<file path="src/rtl/div_arb_pkg.sv">
// Shared types and constants for the divider arbiter: FSM state encoding,
// default sizing and the grant-pointer width helper.
package div_arb_pkg;

  typedef enum logic [2:0] {
    IDLE  = 3'd0,
    ISSUE = 3'd1,
    WAIT  = 3'd2,
    ZERO  = 3'd3,
    RESP  = 3'd4
  } arb_state_t;

  localparam int DEFAULT_WIDTH   = 32;
  localparam int DEFAULT_TIMEOUT = 64;

  // Keeps the pointer at least one bit wide for the degenerate single-requester case.
  function automatic int ptr_width(input int n);
    return (n > 1) ? $clog2(n) : 1;
  endfunction

endpackage

</file>
<file path="src/rtl/divider_arbiter_rr_arbiter.sv">
// Combinational round-robin picker: first requester at or after rr_ptr,
// wrapping modulo N_REQ. The pointer register lives in the parent.
module rr_arbiter
  import div_arb_pkg::*;
#(
  parameter int N_REQ = 2,
  localparam int PTR_W = ptr_width(N_REQ)
) (
  input  logic [N_REQ-1:0] req_valid,
  input  logic [PTR_W-1:0] rr_ptr,
  output logic [N_REQ-1:0] grant,
  output logic [PTR_W-1:0] grant_idx,
  output logic             any_grant
);

  logic [PTR_W-1:0] idx_s;

  // Scan from the pointer upward; the first hit wins.
  always_comb begin
    grant     = '0;
    grant_idx = '0;
    any_grant = 1'b0;
    idx_s     = '0;
    for (int i = 0; i < N_REQ; i++) begin
      idx_s = PTR_W'((int'(rr_ptr) + i) % N_REQ);
      if (!any_grant && req_valid[idx_s]) begin
        grant[idx_s] = 1'b1;
        grant_idx    = idx_s;
        any_grant    = 1'b1;
      end else begin
        any_grant = any_grant;
      end
    end
  end

endmodule

</file>
<file path="src/rtl/divider_arbiter.sv">
// Shares one iterative divider between N_REQ requesters with round-robin grants
// and a divide-by-zero short circuit. Define DIV_ARB_TIMEOUT_EN for a WAIT watchdog.
module divider_arbiter
  import div_arb_pkg::*;
#(
  parameter int N_REQ          = 2,
  parameter int WIDTH          = DEFAULT_WIDTH,
  parameter int TIMEOUT_CYCLES = DEFAULT_TIMEOUT
) (
  input  logic                   clk_in,
  input  logic                   rst_n_in,
  input  logic [N_REQ-1:0]       req_valid_in,
  output logic [N_REQ-1:0]       req_ready_out,
  input  logic [N_REQ*WIDTH-1:0] req_dividend_in,
  input  logic [N_REQ*WIDTH-1:0] req_divisor_in,
  output logic [N_REQ-1:0]       resp_valid_out,
  output logic [WIDTH-1:0]       resp_quotient_out,
  output logic [WIDTH-1:0]       resp_remainder_out,
  output logic                   resp_error_out,
  output logic [WIDTH-1:0]       div_dividend_out,
  output logic [WIDTH-1:0]       div_divisor_out,
  output logic                   div_start_out,
  input  logic [WIDTH-1:0]       div_quotient_in,
  input  logic [WIDTH-1:0]       div_remainder_in,
  input  logic                   div_valid_in,
  input  logic                   div_error_in,
  input  logic                   div_busy_in
);

  localparam int PTR_W = ptr_width(N_REQ);

  arb_state_t       state_r, state_nx;
  logic [PTR_W-1:0] rr_ptr_r, rr_ptr_nx;
  logic [PTR_W-1:0] owner_r, owner_nx;
  logic [WIDTH-1:0] dividend_r, dividend_nx;
  logic [WIDTH-1:0] divisor_r, divisor_nx;
  logic [WIDTH-1:0] quot_r, quot_nx;
  logic [WIDTH-1:0] rem_r, rem_nx;
  logic             err_r, err_nx;
  logic             start_r, start_nx;
  logic [N_REQ-1:0] resp_valid_r, resp_valid_nx;
  logic [N_REQ-1:0] ready_s;
  logic [N_REQ-1:0] grant_s;
  logic [PTR_W-1:0] grant_idx_s;
  logic             grant_any_s;

`ifdef DIV_ARB_TIMEOUT_EN
  localparam int CNT_W = $clog2(TIMEOUT_CYCLES + 1);
  logic [CNT_W-1:0] cnt_r, cnt_nx;
`endif

  rr_arbiter #(.N_REQ(N_REQ)) u_rr (
    .req_valid (req_valid_in),
    .rr_ptr    (rr_ptr_r),
    .grant     (grant_s),
    .grant_idx (grant_idx_s),
    .any_grant (grant_any_s)
  );

  // Next-state, operand capture and result selection.
  always_comb begin
    state_nx      = state_r;
    rr_ptr_nx     = rr_ptr_r;
    owner_nx      = owner_r;
    dividend_nx   = dividend_r;
    divisor_nx    = divisor_r;
    quot_nx       = quot_r;
    rem_nx        = rem_r;
    err_nx        = err_r;
    start_nx      = 1'b0;
    resp_valid_nx = '0;
    ready_s       = '0;
`ifdef DIV_ARB_TIMEOUT_EN
    cnt_nx = (state_r == WAIT) ? cnt_r + CNT_W'(1) : '0;
`endif
    case (state_r)
      IDLE: begin
        if (grant_any_s && !div_busy_in) begin
          ready_s     = grant_s;
          owner_nx    = grant_idx_s;
          rr_ptr_nx   = (grant_idx_s == PTR_W'(N_REQ - 1)) ? '0 : grant_idx_s + PTR_W'(1);
          dividend_nx = req_dividend_in[int'(grant_idx_s)*WIDTH +: WIDTH];
          divisor_nx  = req_divisor_in[int'(grant_idx_s)*WIDTH +: WIDTH];
          if (divisor_nx == '0) begin
            state_nx = ZERO;
          end else begin
            state_nx = ISSUE;
            start_nx = 1'b1;
          end
        end else begin
          state_nx = IDLE;
        end
      end
      ISSUE: state_nx = WAIT;
      WAIT: begin
        if (div_valid_in) begin
          quot_nx  = div_quotient_in;
          rem_nx   = div_remainder_in;
          err_nx   = div_error_in;
          state_nx = RESP;
          resp_valid_nx[owner_r] = 1'b1;
        end
`ifdef DIV_ARB_TIMEOUT_EN
        // Divider went silent: report a failed divide instead of hanging the owner.
        else if (cnt_r == CNT_W'(TIMEOUT_CYCLES - 1)) begin
          quot_nx  = '0;
          rem_nx   = '0;
          err_nx   = 1'b1;
          state_nx = RESP;
          resp_valid_nx[owner_r] = 1'b1;
        end
`endif
        else begin
          state_nx = WAIT;
        end
      end
      ZERO: begin
        quot_nx  = '1;
        rem_nx   = dividend_r;
        err_nx   = 1'b1;
        state_nx = RESP;
        resp_valid_nx[owner_r] = 1'b1;
      end
      RESP:    state_nx = IDLE;
      default: state_nx = IDLE;
    endcase
  end

  // State, operand and result registers.
  always_ff @(posedge clk_in or negedge rst_n_in) begin
    if (!rst_n_in) begin
      state_r      <= IDLE;
      rr_ptr_r     <= '0;
      owner_r      <= '0;
      dividend_r   <= '0;
      divisor_r    <= '0;
      quot_r       <= '0;
      rem_r        <= '0;
      err_r        <= 1'b0;
      start_r      <= 1'b0;
      resp_valid_r <= '0;
`ifdef DIV_ARB_TIMEOUT_EN
      cnt_r        <= '0;
`endif
    end else begin
      state_r      <= state_nx;
      rr_ptr_r     <= rr_ptr_nx;
      owner_r      <= owner_nx;
      dividend_r   <= dividend_nx;
      divisor_r    <= divisor_nx;
      quot_r       <= quot_nx;
      rem_r        <= rem_nx;
      err_r        <= err_nx;
      start_r      <= start_nx;
      resp_valid_r <= resp_valid_nx;
`ifdef DIV_ARB_TIMEOUT_EN
      cnt_r        <= cnt_nx;
`endif
    end
  end

  // Ready is combinational by nature; force it low while reset is asserted.
  assign req_ready_out      = rst_n_in ? ready_s : '0;
  assign resp_valid_out     = resp_valid_r;
  assign resp_quotient_out  = quot_r;
  assign resp_remainder_out = rem_r;
  assign resp_error_out     = err_r;
  assign div_dividend_out   = dividend_r;
  assign div_divisor_out    = divisor_r;
  assign div_start_out      = start_r;

endmodule

</file>
<file path="config.mk">
export PLATFORM = sky130hd
export DESIGN_NAME = divider_arbiter
export DESIGN_NICKNAME = d
export VERILOG_FILES = /design/src/rtl/div_arb_pkg.sv /design/src/rtl/divider_arbiter_rr_arbiter.sv /design/src/rtl/divider_arbiter.sv
export SDC_FILE = /design/constraint.sdc
export NUM_CORES = 1
export LEC_CHECK = 0
export ABC_CLOCK_PERIOD_IN_PS = 2400
export BUFFER_PORTS_ARGS = -buffer_cell sky130_fd_sc_hd__buf_4
export CORE_AREA = 2 2 129 131
export DETAILED_ROUTE_END_ITERATION = 7
export DIE_AREA = 0 0 131 133
export PLACE_DENSITY = 0.71
export SLEW_MARGIN = 20
export SYNTH_ARGS = -nofsm -noshare
export SYNTH_HDL_FRONTEND = slang
export SYNTH_SLANG_ARGS = --single-unit
</file>
<file path="constraint.sdc">
create_clock -name clk_in -period 2.4 [get_ports clk_in]
set_input_delay 0.72 -clock clk_in [delete_from_list [all_inputs] [get_ports clk_in]]
set_output_delay 0.72 -clock clk_in [all_outputs]
set_load 0.02 [all_outputs]
</file>
After elaboration in Yosys (flattened, before gate mapping)
Index checks and enable logic that the tools add are counted.
- register bits: 137
- input bits: 199
- output and inout port bits: 134
- add/sub/neg operators: 2
- order comparisons: 6
- eq/ne operators: 4
- shifts and indexed selects: 2
- muxes and demuxes: 35
- bitwise gates (word level): 1
- reduce and logical (&&, ||, !) cells: 12
- operators with widths (kind ; number):
    case mux 32 bit (2 select lines) ; 2
    variable part select 64 x 7 -> 32 bit ; 2
    2-to-1 mux 32 bit ; 2
    logical NOT 32 bit ; 1
    2-to-1 mux 1 bit ; 16
    2-to-1 mux 2 bit ; 7
    case mux 3 bit (4 select lines) ; 1
    == test 3 x 2 -> 1 bit (second input constant) ; 2
    less-than comparator 1 x 2 -> 1 bit (second input constant) ; 3
    2-to-1 mux 3 bit ; 2
    logical AND 1 bit ; 5
    case mux 2 bit (2 select lines) ; 1
    AND reduction 2 bit ; 2
    demux 1 bit (select 1 bit) ; 3
    == test 3 x 1 -> 1 bit (second input constant) ; 1
    >= comparator 1 bit (second input constant) ; 3
    logical NOT 3 bit ; 1
    adder 1 bit (second input constant) ; 2
    logical NOT 1 bit ; 2
    != test 2 bit (second input constant) ; 1
    OR 2 bit ; 1
    case mux 1 bit (2 select lines) ; 1
    nonzero test 2 bit ; 1

Depth between registers and ports, before layout
Gate-level depths: netlist (run 1).
- depth after elaboration: 11
- depth in mapped cells: 6
- depth with buffers taken out: 5

Cells and area by module
A second synthesis (run 1) with hierarchy kept.
- cell total of the unflattened synthesis: 622
- area total of the unflattened synthesis: 6088.3 um^2
- modules (own cells, without submodules) (module ; times used ; cells an instance ; area an instance (um^2) ; seq. area each (um^2)):
    divider_arbiter ; 1 ; 617 ; 6055.8 ; 3428.3
    rr_arbiter ; 1 ; 5 ; 32.5 ; 0.0

Worst setup path after synthesis (run 1)
OpenSTA, ideal clock, no wires.
- path kind: in2out
- start point: in req_valid_in[1]
- end point: out req_ready_out[1]
- arrival: 1537 ps
- data required time: 1680 ps
- slack: 143 ps
- stages: 4
- cell sequence: a21boi_2 > buf_4 > buf_2 > and3_1
- longest elaborated chain between the ends: 10
- ends and longest elaborated chain (what ; line ; source):
    from (decl) ; divider_arbiter.sv:12 ; input logic [N_REQ-1:0] req_valid_in,
    2-to-1 mux 1 bit (implied by the code) (2 in a row) ; divider_arbiter_rr_arbiter.sv:26 ; if (!any_grant && req_valid[idx_s]) begin
    2-to-1 mux 1 bit ; divider_arbiter_rr_arbiter.sv:26 ;
    logical NOT 1 bit ; divider_arbiter_rr_arbiter.sv:26 ;
    logical AND 1 bit ; divider_arbiter_rr_arbiter.sv:26 ;
    2-to-1 mux 1 bit ; divider_arbiter_rr_arbiter.sv:26 ;
    logical AND 1 bit ; divider_arbiter.sv:78 ; if (grant_any_s && !div_busy_in) begin
    2-to-1 mux 2 bit (*) ; divider_arbiter.sv:78 ;
    2-to-1 mux 2 bit (*) ; divider_arbiter.sv:76 ; case (state_r)
    2-to-1 mux 2 bit (*) ; divider_arbiter.sv:163 ; assign req_ready_out = rst_n_in ? ready_s : '0;
    to (decl) ; divider_arbiter.sv:13 ; output logic [N_REQ-1:0] req_ready_out,
Mark *: on every way between the ends. The rest lies on a longest branch, timed or not. The select of a mux whose other input is x is not followed.

Final worst setup path (run 1)
- start point: in div_busy_in
- end point: out req_ready_out[0]
- longest elaborated chain between the ends: 5
- ends and longest elaborated chain (what ; line ; source):
    from (decl) ; divider_arbiter.sv:27 ; input logic div_busy_in
    logical NOT 1 bit ; divider_arbiter.sv:78 ;
    logical AND 1 bit ; divider_arbiter.sv:78 ;
    2-to-1 mux 2 bit ; divider_arbiter.sv:78 ;
    2-to-1 mux 2 bit ; divider_arbiter.sv:76 ;
    2-to-1 mux 2 bit ; divider_arbiter.sv:163 ;
Every way passes these cells.

==> results of run 1 <==
through the flow:
stage	instance area (µm²)	TNS, ns	hold slack (ns)
after global routing	9580	-0.0750	0.472
after floorplan	6160	0	0.414
after global placement	8860	0	0.455
after CTS	9580	0	0.460
after detailed placement	8860	0	0.454
final	9580	0	0.404
critical path: cells and delay by family:
kind / cells / cell delay (ns)
AOI/OAI and AO/OA: 1 / 0.05
buffers and inverters: 4 / 0.44
and+or+nand+nor: 2 / 0.45
synthesized netlist by cell type (3+ instances only):
| cell | count |
|---|---|
| a21oi_1 | 3 |
| a221oi_1 | 5 |
| a221oi_2 | 27 |
| a31oi_1 | 64 |
| and3_1 | 3 |
| buf_1 | 4 |
| buf_2 | 29 |
| buf_4 | 3 |
| buf_6 | 4 |
| clkbuf_1 | 10 |
| dfrtp_1 | 137 |
| nand2_1 | 165 |
| nand3_1 | 19 |
| nand4_1 | 4 |
| nor2_1 | 132 |
| nor4_1 | 17 |
| o22a_1 | 15 |
metal layers:
metal	track usage	wire [µm]
met2	0.397	10500
met1	0.280	8140
met3	0.0756	1710
met4	0.0922	483
met5	0	0
worst paths after layout:
path | slack [ns] | end | start
worst max-delay path | 0.02 | req_ready_out[0] | div_busy_in
worst min-delay path | 0.40 | resp_error_out | rst_n_in
worst max register to register | 0.53 | div_divisor_out[9] | state_r[0]
worst min register to register | 0.46 | resp_valid_out[0] | owner_r
max in group asynchronous | 1.31 | state_r[2] | rst_n_in
min in group clk_in | 0.46 | resp_valid_out[0] | owner_r
final cells by class:
cell class              count  share of cell area
well taps                 220              0.0287
flip-flops and latches    137               0.358
clock buffers              19              0.0473
clock inverters            12              0.0206
inverters                   4             0.00170
multi-input cells         467               0.261
repair buffers            352               0.283
report_power, final:
group / switching (W) / total, W / internal (W)
sequential: 0.000727 / 0.00421 / 0.00348
clock: 0.000995 / 0.00288 / 0.00189
combinational: 0.00355 / 0.00618 / 0.00263
total: 0.00527 / 0.0133 / 0.00800
flip-flops by register name, summed over array words and instances, names as in the netlist:
signal,count
rr_ptr_r,1
resp_quotient_out,32
div_start_out,1
resp_remainder_out,32
resp_error_out,1
resp_valid_out,2
owner_r,1
state_r,3
div_dividend_out,32
div_divisor_out,32
cell families (layout without fill, tap and decap cells):
| kind of cell | after synthesis | after routing | synth area share |
|---|---|---|---|
| simple gates | 346 | 346 | 0.227 |
| flops | 137 | 137 | 0.556 |
| compound gates | 121 | 121 | 0.171 |
| buf+inv | 54 | 387 | 0.0455 |
repair_timing:
action,4_1_cts,5_1_grt
setup endpoints to repair,2,2
gates resized for setup,7,0
buffers inserted,5,1
pin swaps,2,0
hold buffers,0,0
==> out/results.txt, run 1 <==
leakage power: 4.58 nW
CORE AREA: 16200 µm²
outcome: completed
Seq/Total Area, Yosys: 0.556
Max FO, Critical Path: 3
vias in the first global route: 6068
io pins: 333
area grow syn2layout: 55.5%
Die Ht: 133 µm
commonest non-fill, non-tap cells in the layout: buf_4 (344), nand2_1 (165), dfrtp_1 (136)
Warnings, synthesis: 0
Cell Rows: 47
post-layout min period: 2.38 ns
post-DR vias/cell: 5.10
area fraction of the dominant cell type after synthesis: 0.556
CP startpoint kind: input port
initial core utilization: 0.381
Min-Delay Path Class: in2async
Syn Std Cell Area: 6160 µm²
Hold Fails Final Rpt: 0
Placed Cells: 1174
pin count of the biggest net entering global routing: 138
slowest stage delay, CP: 0.27 ns
Routed wire per std cell: 17.2 µm
layout cells sized above 1: 0.427
top post-synthesis cells by area: dfrtp_1 (56%), nand2_1 (10%), nor2_1 (8.0%)
commonest non-fill, non-tap cell in the layout: buf_4
crit path capture type: output port
Crit path top cell by count: buf_6
FFs w/ async S/R, synth: 1.00
total track usage: 0.237
maximum VDD drop: 0.669 mV
Clock Skew: 0.0111 ns
WP data arrival: 1.66 ns
cts bufs inserted: 17
top_reg_cell synth: dfrtp_1
synthesized area per cell: 9.37 µm²
H-tree depth: 4
first-pass GRT wire length: 31.7 mm
Die W: 131 µm
clk sinks: 137
slowest CP cell: nor4_2
Power Total: 0.0133 W
Reg area: 3430 µm²
fin cells: 1211
routability congestion estimate: 0.842
final setup vio count: 0
multi-input logic area: 2500 µm²
die area: 17400 µm²
Clock Path Buffers: 2
Diodes inserted: 0
count of different cell masters after synthesis: 31
Worst Tran Pin Value: 0.803 ns
critical path cell sequence: buf_6 > nor4_2 > buf_4 > o21ai_4 > clkinv_2 > and3_4 > buf_6
Final Util: 0.593
global route overflow: 0
# DRC: 0
synthesized flop and latch total: 137
pwr/cell area: 1380 nW/µm²
Crit path required time: 1.68 ns
initial antenna violation count: 0
PortBufs: 332
Filler Cell Count: 1468
Slew Limit Fails: 0
CTS tree: done
final WL: 20.9 mm
clk_lat worst skew: 0.43 ns
Fmax: 419 MHz
unrepaired setup endpoints after global routing: yes
CTS clk-pin slew, worst paths: 0.06 ns
synthesized net count: 857
clk root buf: clkbuf_16
1st-pass router iterations: 4
EDFF count, synth: 0
R2R depth: 9
Slew headroom: 0.465
DR iter-0 viols: 376
period utilization: 0.994
worst slack, placed: 0.0121 ns
HPWL after detailed placement: 14.7 mm
Vias: 6174
MaxCap Viol Count: 0
Synth Instances: 658
critical path type: in2out
final worst slack: 0.0155 ns
Antenna Violating Nets Remaining: 0
post-synth top area cell: dfrtp_1
nets: 1178
(Power assumes the default switching activity.)
==> inputs of run 2 (changes only) <==
- ABC_AREA: not set -> 1
- CORE_AREA: 2 2 129 131 -> not set
- CORE_UTILIZATION: not set -> 39
- DIE_AREA: 0 0 131 133 -> not set
==> run 2 against run 1 <==
Against the previous run:
- sequential cell count unchanged
- count of clock-buffer cells in the layout decreased by 2
- combinational power down 3%
- worst hold slack got worse by 0.0033 ns
- utilization increased by 2.0 points
- critical path type unchanged
==> out/results.txt, run 2 <==
Routed wire per std cell: 16.4 µm (was 17.2 µm)
Die W: 130 µm (was 131 µm)
Synth Instances: 768 (was 658)
internal cell power: 0.00757 W (was 0.00800 W)
clk_lat worst skew: 0.42 ns (was 0.43 ns)
initial core utilization: 0.399 (was 0.381)
Post-synth top cells: nand2_1 (184), dfrtp_1 (137), nand3_1 (115), nor2_1 (78), nor3_1 (60) (was nand2_1 (165), dfrtp_1 (137), nor2_1 (132), a31oi_1 (64), buf_2 (29))
DR top layer: met4 (unchanged)
Placed Cells: 1285 (was 1174)
largest family of logic cells by synthesized area: simple AND/OR/NAND/NOR gates (unchanged)
delay-heaviest family, CP: simple AND/OR/NAND/NOR gates (unchanged)
mux cell area share after synthesis: 0 (unchanged)
WP data arrival: 1.58 ns (was 1.66 ns)
H-tree depth: 4 (unchanged)
global route overflow: 0 (unchanged)
Clock Skew: 0.0110 ns (was 0.0111 ns)
top post-synthesis cells by area: dfrtp_1 (54%), nand2_1 (11%), nand3_1 (9.1%) (was dfrtp_1 (56%), nand2_1 (10%), nor2_1 (8.0%))
synthesized area per cell: 8.26 µm² (was 9.37 µm²)
# DRC: 0 (unchanged)
clock share of power: 0.212 (was 0.217)
Buf+Inv Stages, Crit Path: 3 (was 4)
Fmax: 435 MHz (was 419 MHz)
critical path type: in2out (unchanged)
Min-Delay Path Class: in2async (unchanged)
crit path capture type: output port (unchanged)
Cell Rows: 46 (was 47)
1st-pass router iterations: 4 (unchanged)
post-synth top area cell: dfrtp_1 (unchanged)
Warnings, synthesis: 0 (unchanged)
Net Sw Power: 0.00533 W (was 0.00527 W)
clk root buf: clkbuf_16 (unchanged)
commonest non-fill, non-tap cells in the layout: buf_4 (348), nand2_1 (182), dfrtp_1 (137) (was buf_4 (344), nand2_1 (165), dfrtp_1 (136))
CP startpoint kind: input port (unchanged)
layout cells sized above 1: 0.369 (was 0.427)
area fraction of the dominant cell type after synthesis: 0.540 (was 0.556)
pin count of the biggest net entering global routing: 97 (was 138)
period utilization: 0.957 (was 0.994)
PortBufs: 332 (unchanged)
synthesized flop and latch total: 137 (unchanged)
post-DR vias/cell: 4.93 (was 5.10)
io pins: 333 (unchanged)
total track usage: 0.254 (was 0.237)
CTS tree: done (unchanged)
count of different cell masters after synthesis: 26 (was 31)
Net Sw Frac: 0.413 (was 0.397)
reg-to-reg startpoint: rr_ptr_r (was state_r[0])
vias in the first global route: 6107 (was 6068)
Slew headroom: 0.492 (was 0.465)
Slew Limit Fails: 0 (unchanged)
EDFF count, synth: 0 (unchanged)
Synth Area in XOR/XNOR: 0 (unchanged)
Worst Tran Pin Value: 0.762 ns (was 0.803 ns)
top_reg_cell synth: dfrtp_1 (unchanged)
Syn Std Cell Area: 6350 µm² (was 6160 µm²)
critical path endpoint: req_ready_out[1] (was req_ready_out[0])
clk sinks: 137 (unchanged)
outcome: completed (unchanged)
hold buffers post-CTS: 0 (unchanged)
Diodes inserted: 0 (unchanged)
flop2flop setup slack: 0.45 ns (was 0.53 ns)
met1 WL: 9.16 mm (was 8.14 mm)
Antenna Violating Nets Remaining: 0 (unchanged)
initial antenna violation count: 0 (unchanged)
R2R depth: 12 (was 9)
fin cells: 1317 (was 1211)
synthesized net count: 967 (was 857)
die area: 16800 µm² (was 17400 µm²)
leakage power: 5.05 nW (was 4.58 nW)
WL met3: 1.18 mm (was 1.71 mm)
maximum VDD drop: 0.663 mV (was 0.669 mV)
FFs w/ async S/R, synth: 1.00 (unchanged)
first-pass GRT wire length: 32.4 mm (was 31.7 mm)
CTS clk-pin slew, worst paths: 0.06 ns (about the same)
post-layout min period: 2.30 ns (was 2.38 ns)
Max FO, Critical Path: 8 (was 3)
MaxCap Viol Count: 0 (unchanged)
CORE AREA: 15900 µm² (was 16200 µm²)
Synth Area in Compound Gates: 0.0597 (was 0.171)
Seq/Total Area, Yosys: 0.540 (was 0.556)
Final Util: 0.613 (was 0.593)
HPWL after detailed placement: 15.9 mm (was 14.7 mm)
Clock Path Buffers: 2 (unchanged)
final setup vio count: 0 (unchanged)
DR iter-0 viols: 290 (was 376)
area grow syn2layout: 53.4% (was 55.5%)
nets: 1287 (was 1178)
pwr/cell area: 1320 nW/µm² (was 1380 nW/µm²)
R2R Path End: state_r[1] (was div_divisor_out[9])
critical path cell sequence: buf_4 > nor2_1 > nor2_1 > nand2_4 > inv_2 > nand2_1 > nor2_2 > buf_4 (was buf_6 > nor4_2 > buf_4 > o21ai_4 > clkinv_2 > and3_4 > buf_6)
slowest CP cell: nor2_1 (was nor4_2)
unrepaired setup endpoints after global routing: no (was yes)
final WL: 21.5 mm (was 20.9 mm)
Die Ht: 130 µm (was 133 µm)
Filler Cell Count: 1474 (was 1468)
area share of fa/ha/maj cells after synthesis: 0 (unchanged)
most frequent cell after synthesis: nand2_1 (unchanged)
Flop pwr share: 0.323 (was 0.317)
routability congestion estimate: 0.911 (was 0.842)
met2 WL: 10.7 mm (was 10.5 mm)
cts bufs inserted: 17 (unchanged)
Hold Fails Final Rpt: 0 (unchanged)
CP Launch Point: req_valid_in[1] (was div_busy_in)
critical path depth: 8 (was 7)
commonest non-fill, non-tap cell in the layout: buf_4 (unchanged)
Vias: 6493 (was 6174)
Crit path required time: 1.68 ns (about the same)
combinational share of power: 0.466 (was 0.465)
simple-gate share of the synthesized area: 0.332 (was 0.227)
slowest stage delay, CP: 0.16 ns (was 0.27 ns)
==> run 2: cell count changes after synthesis, moves of 27 or more <==
cell | before | now
nand3_1 | 19 | 115
a31oi_1 | 64 | 0
nor3_1 | 2 | 60
nor2_1 | 132 | 78
inv_1 | 2 | 45
o21ai_0 | 0 | 35
a221oi_2 | 27 | 0
==> run 2: metrics by stage <==
| step | setup WS, ns | setup TNS, ns | instance area [µm²] | hold WS, ns | total power, W |
|---|---|---|---|---|---|
| 4_1_cts | 0.0429 | 0 | 9730 | 0.428 | 0.0130 |
| 3_5_place_dp | 0.107 | 0 | 9100 | 0.418 | 0.0102 |
| 2_1_floorplan | -0.0146 | -0.0146 | 6350 | 0.403 | 0.00735 |
| 3_3_place_gp | 0.113 | 0 | 9100 | 0.408 | 0.0101 |
| 6_report | 0.104 | 0 | 9740 | 0.400 | 0.0129 |
| 5_1_grt | 0.00551 | 0 | 9740 | 0.448 | 0.0136 |
==> run 2: layout make-up <==
cell class                      instances  area [µm²]  area share
Clock buffer                           17         425      0.0437
Multi-Input combinational cell        529        2520       0.259
Tap cell                              216         270      0.0278
Sequential cell                       137        3430       0.352
Inverter                               49         184      0.0189
Clock inverter                         15         194      0.0199
Timing Repair Buffer                  354        2720       0.279
==> run 2: cell families after synthesis <==
group / after synthesis
buf+inv: 102
simple gates: 467
flops: 137
compound gates: 62
==> run 2: what timing repair did <==
item / CTS / global route
resized for setup: 2 / 0
pin swaps: 0 / 1
hold endpoints to repair: 0 / 0
setup endpoints to repair: 2 / 2
buffers inserted: 0 / 0
==> run 2: routing by layer <==
metal  track usage  vias up
met5             0        -
met4         0.103        0
met3        0.0528       34
met2         0.422      231
met1         0.324     3052
li1              -     3176
==> run 2: how the worst min path moves through the flow <==
stage,from,end,cells past startpoint
finish,rst_n_in,resp_quotient_out[14],2
global route,owner_r,resp_valid_out[0],1
CTS,owner_r,resp_valid_out[0],1
detailed placement,owner_r,resp_valid_out[0],1
global placement,owner_r,resp_valid_out[0],1
floorplan,owner_r,resp_valid_out[0],1
==> run 2: power groups by stage <==
| stage | logic [W] | registers, W | clock network (W) |
|---|---|---|---|
| floorplan | 0.00197 | 0.00538 | 0 |
| global placement | 0.00596 | 0.00415 | 0 |
| detailed placement | 0.00604 | 0.00417 | 0 |
| CTS | 0.00606 | 0.00416 | 0.00277 |
| global route | 0.00648 | 0.00428 | 0.00289 |
| finish | 0.00600 | 0.00416 | 0.00273 |
==> inputs of run 3 (changes only) <==
- CORE_UTILIZATION: 39 -> 36
- PLACE_DENSITY: 0.71 -> 0.66
==> run 3 against run 2 <==
Against the previous run:
- cell count up 0.23%
- first-iteration DRC count increased by 19%
- utilization decreased by 4.6 points
- critical path depth is 2 lower
- highest routed layer unchanged
- sequential power is essentially flat
- global-route usage fell by 0.80 points
- critical endpoint unchanged
==> out/results.txt, run 3 (synthesized netlist as in run 2, its figures left out) <==
HPWL after detailed placement: 15.9 mm (about the same)
post-layout min period: 2.27 ns (was 2.30 ns)
area grow syn2layout: 53.9% (was 53.4%)
Slew Limit Fails: 0 (unchanged)
clk root buf: clkbuf_16 (unchanged)
total track usage: 0.246 (was 0.254)
vias in the first global route: 6228 (was 6107)
Clock Skew: 0.0173 ns (was 0.0110 ns)
PortBufs: 332 (unchanged)
Min-Delay Path Class: in2async (unchanged)
critical path cell sequence: nor3_4 > nand2_4 > inv_2 > nand2_1 > nor2_2 > buf_4 (was buf_4 > nor2_1 > nor2_1 > nand2_4 > inv_2 > nand2_1 > nor2_2 > buf_4)
design area: 9770 µm² (was 9740 µm²)
Crit path required time: 1.68 ns (about the same)
post-DR vias/cell: 4.87 (was 4.93)
leakage power: 5.05 nW (about the same)
Final Util: 0.567 (was 0.613)
unrepaired setup endpoints after global routing: no (unchanged)
Hold Fails Final Rpt: 0 (unchanged)
Die W: 135 µm (was 130 µm)
nets: 1281 (was 1287)
clk_lat worst skew: 0.42 ns (about the same)
outcome: completed (unchanged)
Cell Rows: 48 (was 46)
Filler Cell Count: 1629 (was 1474)
CTS tree: done (unchanged)
# DRC: 0 (unchanged)
fin cells: 1320 (was 1317)
WP data arrival: 1.55 ns (was 1.58 ns)
final setup vio count: 0 (unchanged)
critical path type: reg2out (was in2out)
io pins: 333 (unchanged)
Clock Path Buffers: 2 (unchanged)
tightest hold margin: 0.380 ns (was 0.400 ns)
CTS clk-pin slew, worst paths: 0.06 ns (about the same)
Diodes inserted: 0 (unchanged)
Worst Tran Pin Value: 0.936 ns (was 0.762 ns)
DR iter-0 viols: 346 (was 290)
Routed wire per std cell: 16.9 µm (was 16.4 µm)
Antenna Violating Nets Remaining: 0 (unchanged)
hold buffers post-CTS: 0 (unchanged)
commonest non-fill, non-tap cell in the layout: buf_4 (unchanged)
CP startpoint kind: flop (was input port)
routability congestion estimate: 0.847 (was 0.911)
global route overflow: 0 (unchanged)
delay-heaviest family, CP: flip-flops (was simple AND/OR/NAND/NOR gates)
period utilization: 0.944 (was 0.957)
die area: 18200 µm² (was 16800 µm²)
initial antenna violation count: 0 (unchanged)
H-tree depth: 4 (unchanged)
maximum VDD drop: 0.665 mV (was 0.663 mV)
CORE AREA: 17200 µm² (was 15900 µm²)
slowest CP cell: dfrtp_1 (was nor2_1)
Slew headroom: 0.376 (was 0.492)
Max FO, Critical Path: 4 (was 8)
pin count of the biggest net entering global routing: 138 (was 97)
Vias: 6427 (was 6493)
clk sinks: 137 (unchanged)
slowest stage delay, CP: 0.47 ns (was 0.16 ns)
MaxCap Viol Count: 0 (unchanged)
final WL: 22.3 mm (was 21.5 mm)
1st-pass router iterations: 4 (unchanged)
commonest non-fill, non-tap cells in the layout: buf_4 (341), nand2_1 (182), dfrtp_1 (137) (was buf_4 (348), nand2_1 (182), dfrtp_1 (137))
Placed Cells: 1288 (was 1285)
Die Ht: 135 µm (was 130 µm)
first-pass GRT wire length: 34.0 mm (was 32.4 mm)
layout cells sized above 1: 0.363 (was 0.369)
cts bufs inserted: 17 (unchanged)
area post-placement: 9090 µm² (was 9100 µm²)
Setup TNS Final: 0 ns (unchanged)
initial core utilization: 0.368 (was 0.399)
crit path capture type: output port (unchanged)
pwr/cell area: 1340 nW/µm² (was 1320 nW/µm²)
Fmax: 441 MHz (was 435 MHz)
Buf+Inv Stages, Crit Path: 2 (was 3)
## run 3: cell types whose count changed in the layout (fill, tap and decap cells not counted), moves of 2 or more
cell / previous run / this run
buf_4: 348 / 341
clkinv_4: 5 / 0
clkbuf_8: 0 / 3
inv_8: 3 / 0
buf_12: 4 / 6
bufinv_16: 3 / 5
clkbuf_1: 0 / 2
## run 3: what timing repair did
item / CTS / global route
endpoints found under the hold margin: 0 / 0
pin swaps: 0 / 1
setup endpoints to repair: 2 / 2
gates resized for setup: 2 / 0
buffers inserted: 0 / 0
## run 3: where the power goes
part	total, W	switching [W]	internal (W)
logic	0.00602	0.00355	0.00247
registers	0.00416	0.000723	0.00343
clock network	0.00294	0.00101	0.00193
total	0.0131	0.00528	0.00784
## run 3: cell type report
| cell class | instances | area, µm² | area share |
|---|---|---|---|
| Clock buffer | 22 | 474 | 0.0486 |
| Clock inverter | 10 | 188 | 0.0192 |
| Inverter | 49 | 184 | 0.0188 |
| Multi-Input combinational cell | 529 | 2520 | 0.258 |
| Sequential cell | 137 | 3430 | 0.351 |
| Tap cell | 225 | 282 | 0.0288 |
| Timing Repair Buffer | 348 | 2690 | 0.276 |
## run 3: final timing paths
path / from / endpoint / slack, ns / depth (start not counted)
max: state_r[2] / req_ready_out[1] / 0.13 / 6
min: rst_n_in / resp_quotient_out[7] / 0.38 / 2
max reg2reg: rr_ptr_r / state_r[1] / 0.50 / 12
min reg2reg: owner_r / resp_valid_out[0] / 0.43 / 1
max in group asynchronous: rst_n_in / resp_remainder_out[18] / 1.37 / 2
min in group clk_in: owner_r / resp_valid_out[0] / 0.43 / 1
## run 3: layer usage
metal / wire, µm / global-route usage / share of wire / vias up
met5: 0 / 0 / 0 / -
met4: 619 / 0.108 / 0.028 / 0
met3: 1540 / 0.0541 / 0.069 / 36
met2: 10800 / 0.387 / 0.48 / 251
met1: 9320 / 0.327 / 0.42 / 2987
li1: - / - / - / 3153
## run 3: worst reg2reg max path: cells and delay by family (launching register included)
family | cells | cell delay (ns)
and+or+nand+nor | 8 | 0.89
DFF | 1 | 0.37
buffers and inverters | 2 | 0.32
AOI/OAI and AO/OA | 2 | 0.26
## run 3: metrics by stage
step / worst slack [ns] / power, W
6_report: 0.135 / 0.0131
5_1_grt: 0.0351 / 0.0139
4_1_cts: 0.0437 / 0.0132
3_5_place_dp: 0.116 / 0.0102
3_3_place_gp: 0.120 / 0.0101
2_1_floorplan: -0.0146 / 0.00735
